$ cat src/rtl/sa_feed_ctrl_pkg.sv
// rtl/sa_feed_ctrl_pkg.sv - shared types and constants for the systolic array feed sequencer
package sa_pkg;

    typedef enum logic [1:0] {
        IDLE  = 2'd0,
        FEED  = 2'd1,
        DRAIN = 2'd2,
        DONE  = 2'd3
    } state_t;

    localparam int SA_ROWS      = 4;
    localparam int SA_LEN_WIDTH = 8;

    // Step counter must reach len+ROWS-2 for the largest len without wrapping.
    function automatic int t_width(input int len_width, input int rows);
        return len_width + $clog2(rows) + 1;
    endfunction

endpackage

$ cat src/rtl/sa_feed_ctrl_if.sv
// rtl/sa_feed_ctrl_if.sv - command, FIFO and status signals of the feed sequencer
interface sa_feed_ctrl_if
    import sa_pkg::*;
#(
    parameter int ROWS      = SA_ROWS,
    parameter int LEN_WIDTH = SA_LEN_WIDTH
) ();

    logic                 i_start;
    logic [LEN_WIDTH-1:0] i_len;
    logic                 i_abort;
    logic [ROWS-1:0]      i_empty;
    logic [ROWS-1:0]      o_rd;
    logic [ROWS-1:0]      o_valid;
    logic                 o_busy;
    logic                 o_done;
    logic                 o_aborted;
    logic [15:0]          o_stall_cnt;

    modport master (
        output i_start, i_len, i_abort, i_empty,
        input  o_rd, o_valid, o_busy, o_done, o_aborted, o_stall_cnt
    );

    modport slave (
        input  i_start, i_len, i_abort, i_empty,
        output o_rd, o_valid, o_busy, o_done, o_aborted, o_stall_cnt
    );

endinterface

$ cat src/rtl/sa_feed_ctrl_row_window.sv
// rtl/sa_feed_ctrl_row_window.sv - per-row read window compare for the skewed feed
module sa_row_window #(
    parameter int TW        = 11,
    parameter int LEN_WIDTH = 8,
    parameter int ROW       = 0
) (
    input  logic [TW-1:0]        t,
    input  logic [LEN_WIDTH-1:0] len,
    output logic                 active
);

    localparam logic [TW-1:0] ROW_T = TW'(ROW);

    logic [TW-1:0] row_end;

    always_comb begin
        row_end = ROW_T + TW'(len);
        active  = (t >= ROW_T) && (t < row_end);
    end

endmodule

$ cat src/rtl/sa_feed_ctrl.sv
// rtl/sa_feed_ctrl.sv - skewed read sequencer for the systolic array row FIFOs
module sa_feed_ctrl
    import sa_pkg::*;
#(
    parameter int ROWS         = SA_ROWS,
    parameter int LEN_WIDTH    = SA_LEN_WIDTH,
    parameter int DRAIN_CYCLES = 2 * ROWS - 1
) (
    input  logic          i_clk,
    input  logic          i_rst,
    sa_feed_ctrl_if.slave bus
);

    localparam int TW = t_width(LEN_WIDTH, ROWS);
    localparam int DW = (DRAIN_CYCLES > 1) ? $clog2(DRAIN_CYCLES) : 1;
    localparam logic [DW-1:0] DRAIN_LAST = DW'((DRAIN_CYCLES > 0) ? DRAIN_CYCLES - 1 : 0);

    state_t               state;
    logic [TW-1:0]        t;
    logic [LEN_WIDTH-1:0] len_q;
    logic [DW-1:0]        drain_cnt;
    logic [15:0]          stall_cnt;
    logic                 done_q;
    logic [ROWS-1:0]      active;
    logic                 stall;
    logic                 abort_take;
    logic                 t_last;

    for (genvar r = 0; r < ROWS; r++) begin : g_win
        sa_row_window #(
            .TW       (TW),
            .LEN_WIDTH(LEN_WIDTH),
            .ROW      (r)
        ) u_win (
            .t     (t),
            .len   (len_q),
            .active(active[r])
        );
    end

    // Any active row running dry freezes every row so the diagonal skew stays intact.
    always_comb begin
        stall      = (state == FEED) && |(active & bus.i_empty);
        abort_take = bus.i_abort && ((state == FEED) || (state == DRAIN));
        t_last     = (t == (TW'(len_q) + TW'(ROWS - 2)));
        bus.o_rd   = ((state == FEED) && !stall && !bus.i_abort) ? active : '0;
    end

    assign bus.o_valid     = bus.o_rd;
    assign bus.o_busy      = (state != IDLE);
    assign bus.o_done      = done_q;
    assign bus.o_aborted   = abort_take;
    assign bus.o_stall_cnt = stall_cnt;

    always_ff @(posedge i_clk or posedge i_rst) begin
        if (i_rst) begin
            state     <= IDLE;
            t         <= '0;
            len_q     <= '0;
            drain_cnt <= '0;
            stall_cnt <= '0;
            done_q    <= 1'b0;
        end else begin
            done_q <= 1'b0;
            case (state)
                IDLE: begin
                    if (bus.i_start) begin
                        len_q     <= bus.i_len;
                        t         <= '0;
                        stall_cnt <= '0;
                        if (bus.i_len == '0) begin
                            state  <= DONE;
                            done_q <= 1'b1;
                        end else begin
                            state <= FEED;
                        end
                    end
                end
                FEED: begin
                    if (bus.i_abort) begin
                        state <= IDLE;
                    end else if (stall) begin
                        if (stall_cnt != 16'hFFFF) stall_cnt <= stall_cnt + 16'd1;
                    end else begin
                        t <= t + 1'b1;
                        if (t_last) begin
                            drain_cnt <= '0;
                            if (DRAIN_CYCLES == 0) begin
                                state  <= DONE;
                                done_q <= 1'b1;
                            end else begin
                                state <= DRAIN;
                            end
                        end
                    end
                end
                DRAIN: begin
                    if (bus.i_abort) begin
                        state <= IDLE;
                    end else if (drain_cnt == DRAIN_LAST) begin
                        state  <= DONE;
                        done_q <= 1'b1;
                    end else begin
                        drain_cnt <= drain_cnt + 1'b1;
                    end
                end
                DONE:    state <= IDLE;
                default: state <= IDLE;
            endcase
        end
    end

endmodule
$ cat src/flat_wrapper.sv
// flat-port wrapper written by rule: the top's interface ports become plain ports
module sa_feed_ctrl_flat import sa_pkg::*;
#(
    parameter int ROWS         = SA_ROWS,
    parameter int LEN_WIDTH    = SA_LEN_WIDTH,
    parameter int DRAIN_CYCLES = 2 * ROWS - 1
)
  (i_clk, i_rst, bus_i_start, bus_i_len, bus_i_abort, bus_i_empty, bus_o_rd, bus_o_valid, bus_o_busy, bus_o_done, bus_o_aborted, bus_o_stall_cnt);
  sa_feed_ctrl_if #(.ROWS(ROWS), .LEN_WIDTH(LEN_WIDTH)) bus_i ();
  input  logic i_clk;
  input  logic i_rst;
  input wire logic [$bits(bus_i.i_start)-1:0] bus_i_start;
  input wire logic [$bits(bus_i.i_len)-1:0] bus_i_len;
  input wire logic [$bits(bus_i.i_abort)-1:0] bus_i_abort;
  input wire logic [$bits(bus_i.i_empty)-1:0] bus_i_empty;
  output wire logic [$bits(bus_i.o_rd)-1:0] bus_o_rd;
  output wire logic [$bits(bus_i.o_valid)-1:0] bus_o_valid;
  output wire logic [$bits(bus_i.o_busy)-1:0] bus_o_busy;
  output wire logic [$bits(bus_i.o_done)-1:0] bus_o_done;
  output wire logic [$bits(bus_i.o_aborted)-1:0] bus_o_aborted;
  output wire logic [$bits(bus_i.o_stall_cnt)-1:0] bus_o_stall_cnt;
  assign bus_i.i_start = bus_i_start;
  assign bus_i.i_len = bus_i_len;
  assign bus_i.i_abort = bus_i_abort;
  assign bus_i.i_empty = bus_i_empty;
  assign bus_o_rd = bus_i.o_rd;
  assign bus_o_valid = bus_i.o_valid;
  assign bus_o_busy = bus_i.o_busy;
  assign bus_o_done = bus_i.o_done;
  assign bus_o_aborted = bus_i.o_aborted;
  assign bus_o_stall_cnt = bus_i.o_stall_cnt;
  sa_feed_ctrl #(.ROWS(ROWS), .LEN_WIDTH(LEN_WIDTH), .DRAIN_CYCLES(DRAIN_CYCLES)) u_core (.i_clk(i_clk), .i_rst(i_rst), .bus(bus_i));
endmodule
$ cat config.mk
export PLATFORM = sky130hd
export DESIGN_NAME = sa_feed_ctrl_flat
export DESIGN_NICKNAME = d
export VERILOG_FILES = /design/src/rtl/sa_feed_ctrl_pkg.sv /design/src/rtl/sa_feed_ctrl_if.sv /design/src/rtl/sa_feed_ctrl_row_window.sv /design/src/rtl/sa_feed_ctrl.sv /design/src/flat_wrapper.sv
export SDC_FILE = /design/constraint.sdc
export NUM_CORES = 1
export LEC_CHECK = 0
export ABC_AREA = 0
export CELL_PAD_IN_SITES_DETAIL_PLACEMENT = 0
export CELL_PAD_IN_SITES_GLOBAL_PLACEMENT = 2
export CORE_ASPECT_RATIO = 0.75
export CORE_MARGIN = 2
export CORE_UTILIZATION = 35
export DETAILED_ROUTE_END_ITERATION = 10
export PLACE_DENSITY = 0.85
export SLEW_MARGIN = 15
export SYNTH_ARGS = -nofsm -noshare
export SYNTH_HDL_FRONTEND = slang
export SYNTH_SLANG_ARGS = --single-unit
$ cat constraint.sdc
create_clock -name i_clk -period 4.8 [get_ports i_clk]
set_input_delay 0.96 -clock i_clk [delete_from_list [all_inputs] [get_ports i_clk]]
set_output_delay 0.96 -clock i_clk [all_outputs]
set_load 0.01 [all_outputs]
**After elaboration in Yosys (flattened, before gate mapping)**

Cells that the tools add are included.

- Bits in registers: 41
- Output and inout port bits: 27
- Bits of input ports: 16
- Word-level logic and storage cells: 89

- Eq/ne operators: 17
- $lt $le $gt $ge: 8
- Bitwise operators: 1
- Add/subtract/negate cells: 6
- Mux-type cells: 29
- Reduce and logical (&&, ||, !) cells: 22

Operator list:

| cell | count |
|---|---|
| $mux 16 | 4 |
| $lt 11x11->1 | 3 |
| $mux 11 | 3 |
| $pmux 16 s2 | 1 |
| $ge 11x1->1 const B | 2 |
| $ge 11x2->1 const B | 2 |
| $pmux 11 s2 | 1 |
| $add 2x8->9 const A | 2 |
| $add 16x1->16 const B | 1 |
| $ne 16x16->1 const B | 1 |
| $mux 3 | 5 |
| $mux 2 | 7 |
| $ne 2x2->1 const B | 6 |
| $add 11x1->11 const B | 1 |
| $eq 11x11->1 | 1 |
| $lt 11x8->1 | 1 |
| $add 1x8->9 const A | 1 |
| $logic_and 1x1->1 | 8 |
| $logic_not 8->1 | 1 |
| $pmux 2 s4 | 1 |
| $reduce_and 4->1 | 2 |
| $ne 3x3->1 const B | 2 |
| $pmux 3 s2 | 1 |
| $reduce_and 6->1 | 1 |
| other kinds (17) | 25 |

**Logic depth before layout (Yosys ltp)**

Gate-level depths: netlist of run 1.

- Depth in word-level cells: 10
- Mapped depth: 16
- Depth with buffers taken out: 13

**Cells and area by module**

A second synthesis of run 1 with hierarchy kept.

- Cells, all modules: 395
- Area, all modules: 3504.6 um^2

By module, submodules not included:

| module | cells an instance | times used | area each (um^2) | seq. area each (um^2) |
|---|---|---|---|---|
| sa_feed_ctrl | 251 | 1 | 2374.8 | 1026.0 |
| sa_row_window at u_core.g_win[3].u_win | 41 | 1 | 315.3 | 0.0 |
| sa_row_window at u_core.g_win[1].u_win | 40 | 1 | 305.3 | 0.0 |
| sa_row_window at u_core.g_win[2].u_win | 37 | 1 | 301.5 | 0.0 |
| sa_row_window at u_core.g_win[0].u_win | 26 | 1 | 207.7 | 0.0 |

**Least setup slack after synthesis of run 1**

No wires, ideal clock.

- Kind: register to output
- From: register u_core.len_q[1]
- To: output bus_o_valid[3]
- Path buffers: 3
- Slack: 0.575 ns
- Cell stages (with the launch flop): 16
- Arrival time: 3.265 ns
- Data required time: 3.840 ns
- Cell sequence: dfrtp_1 -> ha_1 -> a21oi_1 -> or3_1 -> xnor2_1 -> ha_1 -> nand4_1 -> a21o_1 -> a31oi_1 -> a2bb2oi_2 -> and3_1 -> buf_6 -> buf_8 -> nand2_4 -> a211oi_1 -> buf_4

- Longest elaborated chain between the ends: 10
- Elaborated cells on any way between the ends: 18
- Those cells by class: add/sub: 3; order compare: 4; mux: 1; bitwise: 1; reduce/logical: 9

Ends and longest elaborated chain:

| what | line | text |
|---|---|---|
| from (decl) | sa_feed_ctrl.sv:20 | `logic [LEN_WIDTH-1:0] len_q;` |
| from (signal assigned) | sa_feed_ctrl.sv:68 | `len_q <= bus.i_len;` |
| $add 1x8->9 / $add 2x8->9 (equally long branches) | sa_feed_ctrl_row_window.sv:17 | `row_end = ROW_T + TW'(len);` |
| $lt 11x11->1 | sa_feed_ctrl_row_window.sv:18 | `active = (t >= ROW_T) && (t < row_end);` |
| $logic_and 1x1->1 | sa_feed_ctrl_row_window.sv:18 |  |
| $and 4x4->4 | sa_feed_ctrl.sv:43 | `stall = (state == FEED) && \|(active & bus.i_empty);` |
| $reduce_or 4->1 | sa_feed_ctrl.sv:43 |  |
| $logic_and 1x1->1 | sa_feed_ctrl.sv:43 |  |
| $logic_not 1->1 | sa_feed_ctrl.sv:46 | `bus.o_rd = ((state == FEED) && !stall && !bus.i_abort) ? active : '0;` |
| $logic_and 1x1->1 (2 in a row) | sa_feed_ctrl.sv:46 |  |
| $mux 4 * | sa_feed_ctrl.sv:46 |  |
| to (decl) | flat_wrapper.sv:17 | `output wire logic [$bits(bus_i.o_valid)-1:0] bus_o_valid;` |

Every way passes the cells marked *; elsewhere a longest branch is shown, timed or not.

**Worst setup path after layout of run 1**

Ends and elaborated chain as after synthesis.

==> flow_summary.json, run 1 <==
{
  "path_delay_family": "compound AO/OA/AOI/OAI gates",
  "diodes": 0,
  "ys_warn_count": 0,
  "synth.top_cell.area_share": 0.2808,
  "crit_fanout": 5,
  "viasPerCell": 5.585,
  "finalSetupTns_ns": 0,
  "fmax_ghz": 0.2253,
  "setup_viol": 0,
  "cts_tree": "yes",
  "ir_drop_uv": 323.5,
  "tightestPinTransition_ns": 0.5589,
  "grt_start_max_net_pins": 42,
  "cpPeakStageDelay_ns": 0.45,
  "post-route-drc-count": 0,
  "hpwlAfterDp_microns": 7591,
  "antenna_found_initial": 0,
  "cellPowerDensity_nw_per_um2": 622.1,
  "required_ns": 3.84,
  "finalCritPeriodShare": 0.9246,
  "fp.coreArea_sq_um": 10210,
  "holdBufCountCts": 0,
  "period_needed_ns": 4.438,
  "synthesis.area_sq_um": 3654,
  "die_width_microns": 122.0,
  "min_path_type": "reg -> reg",
  "io_pins": 43,
  "syn-mean-instance-area_sq_um": 8.977,
  "fin_skew_ns": 0.01405,
  "layout-drive-gt1-share": 0.1195,
  "dr_wl_met3_microns": 655,
  "initial_core_util": 0.3578,
  "num_rows": 32,
  "seq_area_frac_synth": 0.2808,
  "grt.overflow.total": 0,
  "leakage_uw": 0.001982,
  "clk_latency_ns": 0.29,
  "drt-met1-wl_microns": 5237,
  "finalNetCount": 513,
  "root_buffer": "clkbuf_16",
  "slew_viol_final": 0,
  "fin_cells": 588,
  "grt_pass1_wl_microns": 16520,
  "highest_layer": "met4",
  "drtPass1Iterations": 4,
  "rsz0062_at_grt": "false",
  "die_h_microns": 92.48,
  "route.vias.total": 3284,
  "crit_slowest_cell": "dfrtp_2",
  "max-slew-margin-rel": 0.6274,
  "synth_nets": 469,
  "crit_arrival_ns": 3.48,
  "synthCells": 407,
  "cp-start-kind": "flop",
  "ys_async_sr_fraction": 1.000,
  "cts_made_buffers": 5,
  "cts_sinks": 41,
  "gr-usage-all-layers": 0.1856,
  "path_buf_inv": 2,
  "drt-initial-drc-count": 280,
  "routed_wirelength_microns": 9891,
  "cts_buffer_depth": 2,
  "area_growth_pct": 21.64,
  "synth.distinct_cells": 73,
  "crit_type": "reg -> out",
  "final_util": 0.4353,
  "synth_top_cell_by_area": "dfrtp_1",
  "ys_ff_latch": 41,
  "hold_violations": 0,
  "outcome": "finished clean",
  "die_area_sq_um": 11280,
  "crit_chain": "inv_1 -> ha_1 -> a21oi_1 -> or3_1 -> xnor2_1 -> ha_1 -> a21o_1 -> a21oi_1 -> a31oi_4 -> a2bb2oi_2 -> and3_4 -> nand2_4 -> a211oi_2 -> dlygate4sd2_1",
  "yosys-top-cells-count": "ha_1, nand2_1, dfrtp_1, nor2_1, inv_1",
  "cts.htree.levels": 2,
  "placed_cells": 579,
  "grt_pass1_vias": 3133,
  "setup.worst_path.end_class": "primary output",
  "cap_violations": 0,
  "gp_congestion": 0.8412,
  "io_buffers": 42,
  "synth.area.top_cells": "dfrtp_1, ha_1, nand2_1",
  "synth_ff_type": "dfrtp_1",
  "antenna_left": 0,
  "synth-edff-count": 0,
  "path_clk_slew_ns": 0.06,
  "route.met2.wl_microns": 3930,
  "wl_per_cell_microns": 16.82
}
[cell families after synthesis]
family,count (synthesis),share of synthesized area
simple gates,160,0.2301
flops,41,0.2808
xor+xnor,18,0.04315
fa+ha+maj,46,0.1575
buf+inv,43,0.06473
compound gates,87,0.1873
mux,12,0.03630
[stage by stage]
step                area [sq um]  hold WS, ns  setup slack, ns  total power [uW]
finish                      4444       0.5279           0.3618              2765
global placement            4199       0.5134           0.2052              2278
CTS                         4409       0.5343         0.003583              2742
global route                4444       0.5702           0.1367              3019
detailed placement          4199       0.5197          0.09356              2292
floorplan                   3654       0.4891           0.5746              1874
[layout make-up]
| class | count | area [sq um] |
|---|---|---|
| Clock inverter | 2 | 37.54 |
| Inverter | 23 | 90.09 |
| Fill cell | 1008 | 5766 |
| Tap cell | 136 | 170.2 |
| Timing Repair Buffer | 57 | 545.5 |
| Sequential cell | 41 | 1028 |
| Clock buffer | 6 | 138.9 |
| Multi-Input combinational cell | 323 | 2434 |
[routing by layer]
metal  GRT usage  vias up
li1            -     1636
met3     0.03448        9
met2      0.2584       89
met1      0.2963     1550
met5           0        -
met4     0.02969        0
[sequential cells by signal, summed over array words and instances (netlist names)]
name,flops
u_core.bus.o_done,1
u_core.bus.o_stall_cnt,16
u_core.drain_cnt,3
u_core.len_q,8
u_core.state,2
u_core.t,11
[power breakdown]
part	total, uW	internal (uW)	switching (uW)
sequential	595	442	154
combinational	1760	737	1030
clock	404	260	144
total	2760	1440	1330
[repair_timing]
action | 4_1_cts | 5_1_grt
buffers inserted | 1 | 0
endpoints found under the setup margin | 8 | 8
gates resized for setup | 8 | 11
pin swaps | 0 | 2
gates cloned | 0 | 0
[worst paths after layout]
| check | startpoint | slack [ns] | endpoint | cells past startpoint |
|---|---|---|---|---|
| min in group asynchronous | i_rst | 1.10 | u_core.bus.o_stall_cnt[1] | 3 |
| max reg2reg | u_core.len_q[1] | 1.16 | u_core.t[6] | 14 |
| min | u_core.drain_cnt[1] | 0.53 | u_core.drain_cnt[1] | 1 |
| max | u_core.len_q[1] | 0.36 | bus_o_valid[3] | 14 |
| min reg2reg | u_core.drain_cnt[1] | 0.53 | u_core.drain_cnt[1] | 1 |
| max in group asynchronous | i_rst | 3.28 | u_core.len_q[3] | 3 |
[placed cells by master (no fill, tap or decap), drive strengths merged, types with 5 or more instances in the layout]
cell           Yosys  layout
o41ai              6       6
nor3              12      12
clkbuf             9       6
o311ai            11      11
buf               11      15
and3               6       6
inv               21      21
nand2             47      47
ha                46      46
o21ai              6       6
or4                5       5
mux2              10      10
nor4              11      11
xnor2             17      17
nand3             20      20
dlymetal6s2s       0       6
nand4             12      12
a21oi             11      11
o211ai             6       6
nor2              25      25
dfrtp             41      41
clkdlybuf4s50      0      34
No activity file was read; power rests on OpenSTA's default activity.
==> run 2, diff against run 1 <==
CELL_PAD_IN_SITES_DETAIL_PLACEMENT = 1   (was 0)
==> flow_summary.json, run 2 (synthesis gave the netlist of run 1 again) <==
{
  "outcome": "finished clean",
  "fin_skew_ns": 0.01001,
  "period_needed_ns": 4.507,
  "cts.htree.levels": 2,
  "largest_register_ffs": 16,
  "diodes": 0,
  "crit_type": "reg -> out",
  "comb_power_share": 0.641,
  "fp.coreArea_sq_um": 10210,
  "antenna_left": 0,
  "drtPass1Iterations": 4,
  "ir_drop_uv": 299.4,
  "r2r_cells": 14,
  "drt-initial-drc-count": 205,
  "fmax_ghz": 0.2219,
  "min_path_type": "reg -> reg",
  "grt_pass1_vias": 3467,
  "max-slew-margin-rel": 0.6335,
  "timing.rr.end": "u_core.t[6]",
  "required_ns": 3.84,
  "crit_fanout": 5,
  "internal-power_uw": 1438,
  "crit_path_end": "bus_o_valid[3]",
  "cp-start-kind": "flop",
  "num_rows": 32,
  "finalCritPeriodShare": 0.9389,
  "met2_usage": 0.3040,
  "gr-usage-all-layers": 0.2010,
  "die_h_microns": 92.48,
  "final_util": 0.4332,
  "cts_made_buffers": 5,
  "grt_start_max_net_pins": 42,
  "viasPerCell": 5.791,
  "use_met3": 0.02833,
  "clk_latency_ns": 0.29,
  "post-route-drc-count": 0,
  "wl_per_cell_microns": 18.45,
  "busiest_layer": "met1",
  "cts_tree": "yes",
  "crit_arrival_ns": 3.55,
  "cellPowerDensity_nw_per_um2": 633.2,
  "io_buffers": 42,
  "clockPowerShare": 0.144,
  "root_buffer": "clkbuf_16",
  "holdBufCountCts": 0,
  "sw_frac_of_total": 0.4864,
  "placed_cells": 579,
  "hpwlAfterDp_microns": 8343,
  "leakage_uw": 0.001970,
  "gp_congestion": 0.8412,
  "cts_sinks": 41,
  "die_area_sq_um": 11280,
  "antenna_found_initial": 0,
  "setup_viol": 0,
  "r2r-start": "u_core.len_q[1]",
  "grt_pass1_wl_microns": 18000,
  "initial_core_util": 0.3578,
  "rrSetupSlack_ns": 1.07,
  "tightestPinTransition_ns": 0.5498,
  "route.vias.total": 3405,
  "area_growth_pct": 21.06,
  "hold_violations": 0,
  "grt.overflow.total": 0,
  "path_clk_slew_ns": 0.06,
  "die_width_microns": 122.0,
  "finalSetupTns_ns": 0,
  "p_switching_uw": 1362,
  "cap_violations": 0,
  "layout-drive-gt1-share": 0.1150,
  "met1_usage": 0.3054,
  "fillCellCount": 1196,
  "cp-startpoint": "u_core.len_q[1]",
  "p_seq_frac": 0.215,
  "mostFrequentLayoutCells": "nand2_1, ha_1, dfrtp_1, clkdlybuf4s50_1, nor2_1",
  "cts_buffer_depth": 2,
  "setup.worst_path.end_class": "primary output",
  "routed_wirelength_microns": 10850,
  "io_pins": 43,
  "rsz0062_at_grt": "false",
  "fin_cells": 588,
  "slew_viol_final": 0,
  "finalNetCount": 513
}
==> run 2: final cells by class <==
class	instances	area, sq um	area share
inverters	23	90.09	0.02037
multi-input cells	323	2420	0.5471
clock buffers	7	142.6	0.03225
clock inverters	1	30.03	0.006789
well taps	136	170.2	0.03847
repair buffers	57	541.8	0.1225
flip-flops and latches	41	1028	0.2325
==> run 2: how the worst min path moves through the flow <==
stage               cells after the start             endpoint                start  slack, ns
floorplan                               1  u_core.drain_cnt[1]  u_core.drain_cnt[1]       0.49
global placement                        1  u_core.drain_cnt[1]  u_core.drain_cnt[1]       0.51
detailed placement                      1  u_core.drain_cnt[1]  u_core.drain_cnt[1]       0.52
CTS                                     1  u_core.drain_cnt[1]  u_core.drain_cnt[1]       0.54
global route                            1  u_core.drain_cnt[1]  u_core.drain_cnt[1]       0.58
finish                                  1  u_core.drain_cnt[1]  u_core.drain_cnt[1]       0.53
==> run 2: power by group through the flow <==
stage | clock, uW | combinational [uW] | sequential [uW]
CTS | 413 | 1770 | 597
detailed placement | 0 | 1740 | 602
global route | 430 | 1990 | 619
finish | 403 | 1800 | 601
global placement | 0 | 1680 | 594
floorplan | 0 | 1310 | 568
==> run 2: per-stage QoR <==
| stage | hold WS (ns) | instance area [sq um] | setup slack, ns | total power [uW] |
|---|---|---|---|---|
| finish | 0.5330 | 4423 | 0.2935 | 2801 |
| CTS | 0.5352 | 4394 | 0.01669 | 2784 |
| global route | 0.5813 | 4423 | 0.06101 | 3042 |
| floorplan | 0.4891 | 3654 | 0.5746 | 1874 |
| global placement | 0.5134 | 4199 | 0.2052 | 2278 |
| detailed placement | 0.5218 | 4199 | 0.05945 | 2343 |
==> run 2: critical path, stage by stage, from the launching register on <==
cell and delay (ns):
dfrtp_2 0.45, inv_1 0.13, ha_1 0.17, a21oi_1 0.12, or3_1 0.35, xnor2_1 0.17
ha_1 0.34, nand4_1 0.10, a21o_1 0.17, a31oi_2 0.21, a2bb2oi_2 0.21, and3_4 0.23
nand2_4 0.07, a211oi_1 0.23, dlygate4sd2_1 0.32
==> run 2: what timing repair did <==
action,4_1_cts,5_1_grt
resized for setup,8,9
pin swaps,0,2
setup buffers,1,0
setup endpoints to repair,8,8
==> run 2: metal layers <==
| layer | up-vias | routed length, microns |
|---|---|---|
| li1 | 1633 | - |
| met1 | 1675 | 5690 |
| met2 | 83 | 4558 |
| met3 | 14 | 483 |
| met4 | 0 | 113 |
| met5 | - | 0 |
==> run 3, diff against run 2 <==
CTS_CLUSTER_SIZE = 14   (was unset)
==> results of run 3 <==
The final DEF is identical to that of run 2; final timing and power are the same.
==> variant 1 (config.mk and constraints of run 3) <==
The 4 states of `state_t` get a one-hot encoding in 4 bits.
--- a/src/rtl/sa_feed_ctrl_pkg.sv
+++ b/src/rtl/sa_feed_ctrl_pkg.sv
@@ -2,9 +2,9 @@
 package sa_pkg;
 
-    typedef enum logic [1:0] {
-        IDLE  = 2'd0,
-        FEED  = 2'd1,
-        DRAIN = 2'd2,
-        DONE  = 2'd3
+    typedef enum logic [3:0] {
+        IDLE  = 4'b0001,
+        FEED  = 4'b0010,
+        DRAIN = 4'b0100,
+        DONE  = 4'b1000
     } state_t;
 
Check against the original RTL: same outputs for any inputs over 4 cycles, from zero or initial values and one cycle with i_rst high; so few cycles prove little.
==> variant 1 against run 3 <==
Setup slack lost 0.043 ns; critical path depth is the same; register-to-register slack improved by 0.08 ns; wire length fell by 1.4%; design area fell by 4.4%; global-route usage rose by 0.80 points; synthesized area shrank 5.5%; sequential cell count rose by 2; sequential share of layout area increased by 2.3 points; final cell count down 1.5%; via count shrank 5.1%; clock skew shrank 0.0069 ns; maximum frequency shrank 0.94%; critical endpoint is now bus_o_rd[3]; largest cell class unchanged.
Power is not compared: it rests on default switching activity, and its combinational part moved more than twofold at a synthesized area within 25%.
==> variant 1: results (changes against run 3) <==
Multi-input gates: 324 (was 323)
First-pass GRT wire length: 17.84 mm (was 18.00 mm)
Tapcell Cnt: 132 (was 136)
Area Overhead vs Synth: 22.55% (was 21.06%)
Synth Area in XOR/XNOR: 4.822% (was 4.315%)
GRT Overall Usage: 20.90% (was 20.10%)
Fillers: 1187 (was 1196)
Met3 wire length: 595 um (was 483 um)
Worst-Margin Slew: 0.9387 ns (was 0.5498 ns)
Buffers outside the clock class: 54 (was 57)
Slowest CP cell: clkdlybuf4s50_1 (was dfrtp_2)
Non-CTS inverters: 18 (was 23)
Reg2reg start: u_core.len_q[4]$_DFFE_PP0P_ (was u_core.len_q[1]$_DFFE_PP0P_)
Placement Cell Area: 0.004048 sq mm (was 0.004199 sq mm)
Setup crit end: bus_o_rd[3] (was bus_o_valid[3])
Buffering overhead: 12.07% (was 12.25%)
Fmax: 0.2198 GHz (was 0.2219 GHz)
Arr. time, crit path: 3.59 ns (was 3.55 ns)
Status: finished, final reports clean (unchanged)
Sequential element share of the synthesized area: 31.22% (was 28.08%)
Avg Vias per Cell: 5.580 (was 5.791)
Multiplexer share of the synthesized area: 0.3263% (was 3.630%)
Clock sink total: 43 (was 41)
Final WL: 10.70 mm (was 10.85 mm)
Layout cells sized above 1: 7.830% (was 11.50%)
GR met2 Demand/Resource: 30.03% (was 30.40%)
Top cells by area, synth: dfrtp_1 (30%), ha_1 (16%), nand2_1 (5.0%) (was dfrtp_1 (28%), ha_1 (16%), nand2_1 (4.7%))
Clock-cell share of area: 3.491% (was 3.904%)
Max Fanout on Critical Path: 7 (was 5)
Grt met1 use: 32.89% (was 30.54%)
R2r setup slk: 1.15 ns (was 1.07 ns)
Post-synthesis cell type count: 59 (was 73)
## variant 1: power breakdown
group	switching, uW	internal (uW)
clock network	144	207
logic	449	327
registers	96.6	411
## variant 1: how the worst min path moves through the flow
stage / end / depth (start not counted) / slack (ns)
2_1_floorplan: u_core.drain_cnt[1]$_DFFE_PP0P_ / 1 / 0.49
3_3_place_gp: u_core.drain_cnt[1]$_DFFE_PP0P_ / 1 / 0.50
3_5_place_dp: u_core.drain_cnt[1]$_DFFE_PP0P_ / 1 / 0.53
4_1_cts: u_core.drain_cnt[1]$_DFFE_PP0P_ / 1 / 0.55
5_1_grt: u_core.drain_cnt[1]$_DFFE_PP0P_ / 1 / 0.57
6_report: u_core.drain_cnt[1]$_DFFE_PP0P_ / 1 / 0.54
## variant 1: repair_timing
item	4_1_cts	5_1_grt
pin swaps	0	1
buffers inserted	0	1
setup endpoints to repair	8	8
gates resized for setup	2	7
==> variant 2 (flow settings as in run 3) <==
Without the edit above. The package constant `SA_LEN_WIDTH` goes from 8 to 4.
--- a/src/rtl/sa_feed_ctrl_pkg.sv
+++ b/src/rtl/sa_feed_ctrl_pkg.sv
@@ -10,5 +10,5 @@
 
     localparam int SA_ROWS      = 4;
-    localparam int SA_LEN_WIDTH = 8;
+    localparam int SA_LEN_WIDTH = 4;
 
     // Step counter must reach len+ROWS-2 for the largest len without wrapping.
Interface: changed (resized bus_i_len); port bits go from 43 to 39. No check against the original RTL was run, so the function may have changed too.
==> variant 2 against run 3 <==
Synthesized area is 27% lower; setup slack worse by 0.027 ns; wire length is 31% lower; synthesized cell count is 28% lower; sequential power is 32% lower; sequential cell count is 8 lower; register-to-register slack better by 0.43 ns; maximum frequency is 0.59% lower; total power is 40% lower; utilization is 0.41 points higher; first-iteration DRC count is 43% lower; design area is 27% lower; critical path depth is 3 lower; worst hold slack better by 0.024 ns.
==> variant 2: results (changes against run 3) <==
Worst reg2reg path depth: 9 (was 14)
GRT Overall Usage: 18.36% (was 20.10%)
Multiplexer share of the synthesized area: 7.746% (was 3.630%)
IO Port Bufs: 38 (was 42)
Setup crit start: u_core.len_q[0]$_DFFE_PP0P_ (was u_core.len_q[1]$_DFFE_PP0P_)
CP top delay family: simple AND/OR/NAND/NOR gates (was compound AO/OA/AOI/OAI gates)
Clock Skews: 0.006514 ns (was 0.01001 ns)
Avg WL per Cell: 17.36 um (was 18.45 um)
Reg-to-reg endpoint: u_core.drain_cnt[1]$_DFFE_PP0P_ (was u_core.t[6]$_DFFE_PP0P_)
Int Pwr: 871.9 uW (was 1438 uW)
Cts repair resizes: 0 (was 8)
Largest net degree at the start of global routing: 34 (was 42)
Top cells by area, synth: dfrtp_1 (31%), ha_1 (14%), mux2i_1 (5.2%) (was dfrtp_1 (28%), ha_1 (16%), nand2_1 (4.7%))
Reg2reg start: u_core.len_q[2]$_DFFE_PP0P_ (was u_core.len_q[1]$_DFFE_PP0P_)
Max Fanout on Critical Path: 13 (was 5)
Root Buffer: clkbuf_8 (was clkbuf_16)
Status: finished, final reports clean (unchanged)
Synth Area in Compound Gates: 16.66% (was 18.73%)
Syn Area/Cell: 9.120 sq um (was 8.977 sq um)
Fin Hold WS: 0.5573 ns (was 0.5330 ns)
Arr. time, crit path: 3.57 ns (was 3.55 ns)
Synth Area in Adders: 14.00% (was 15.75%)
Avg Vias per Cell: 5.549 (was 5.791)
Synth Net Count: 336 (was 469)
First DRT Iteration DRCs: 116 (was 205)
Final WL: 7.498 mm (was 10.85 mm)
Slowest CP cell: clkdlybuf4s50_1 (was dfrtp_2)
Peak VDD IR: 0.2561 mV (was 0.2994 mV)
Dpl hpwl: 5.688 mm (was 8.343 mm)
Synth Area in XOR/XNOR: 1.633% (was 4.315%)
Layout cells sized above 1: 8.459% (was 11.50%)
Leak pwr: 0.001378 uW (was 0.001970 uW)
Post-CTS setup buffers: 0 (was 1)
Most frequent cells after synthesis: dfrtp_1 (33), nand2_1 (31), ha_1 (30), a21oi_1 (20), inv_1 (16) (was ha_1 (46), nand2_1 (46), dfrtp_1 (41), nor2_1 (24), inv_1 (21))
Cells after DPL: 424 (was 579)
Crit path largest cell delay: 0.63 ns (was 0.45 ns)
First-pass GRT wire length: 12.35 mm (was 18.00 mm)
variant 2: power groups by stage:
stage / sequential (uW) / combinational [uW] / clock (uW)
floorplan: 395 / 763 / 0
global placement: 412 / 1000 / 0
detailed placement: 415 / 1030 / 0
CTS: 409 / 1040 / 222
global route: 419 / 1180 / 231
finish: 411 / 1050 / 211
variant 2: cells by family (layout without fill, tap and decap cells):
logic type | after synthesis | after routing
and+or+nand+nor | 115 | 116
AOI/OAI and AO/OA | 61 | 61
DFF | 33 | 33
adders and majority gates | 30 | 30
buffers and inverters | 30 | 66
muxes | 20 | 20
xor gates and xnor gates | 5 | 5
variant 2: layout make-up:
| class | count | area, sq um |
|---|---|---|
| fillers | 859 | 4163 |
| multi-input cells | 232 | 1723 |
| flip-flops and latches | 33 | 825.8 |
| repair buffers | 42 | 410.4 |
| well taps | 101 | 126.4 |
| clock buffers | 7 | 86.33 |
| inverters | 17 | 63.81 |
variant 2: per-layer routing:
| layer | vias to the layer above | global-route usage (%) | share of wire, % |
|---|---|---|---|
| met1 | 1197 | 26.61 | 51 |
| met4 | 0 | 2.800 | 0.45 |
| met2 | 38 | 29.22 | 45 |
| met5 | - | 0 | 0 |
| li1 | 1158 | - | - |
| met3 | 4 | 3.020 | 4.1 |
variant 2: stage by stage:
step | power (uW) | instance area [sq um] | utilization, % | setup WS [ns]
2_1_floorplan | 1158 | 2681 | - | 1.015
3_3_place_gp | 1413 | 3139 | 42.43 | 0.6100
3_5_place_dp | 1447 | 3139 | 42.43 | 0.4713
4_1_cts | 1669 | 3226 | 43.60 | 0.1600
5_1_grt | 1826 | 3236 | 43.73 | -0.008950
6_report | 1676 | 3236 | 43.73 | 0.2666
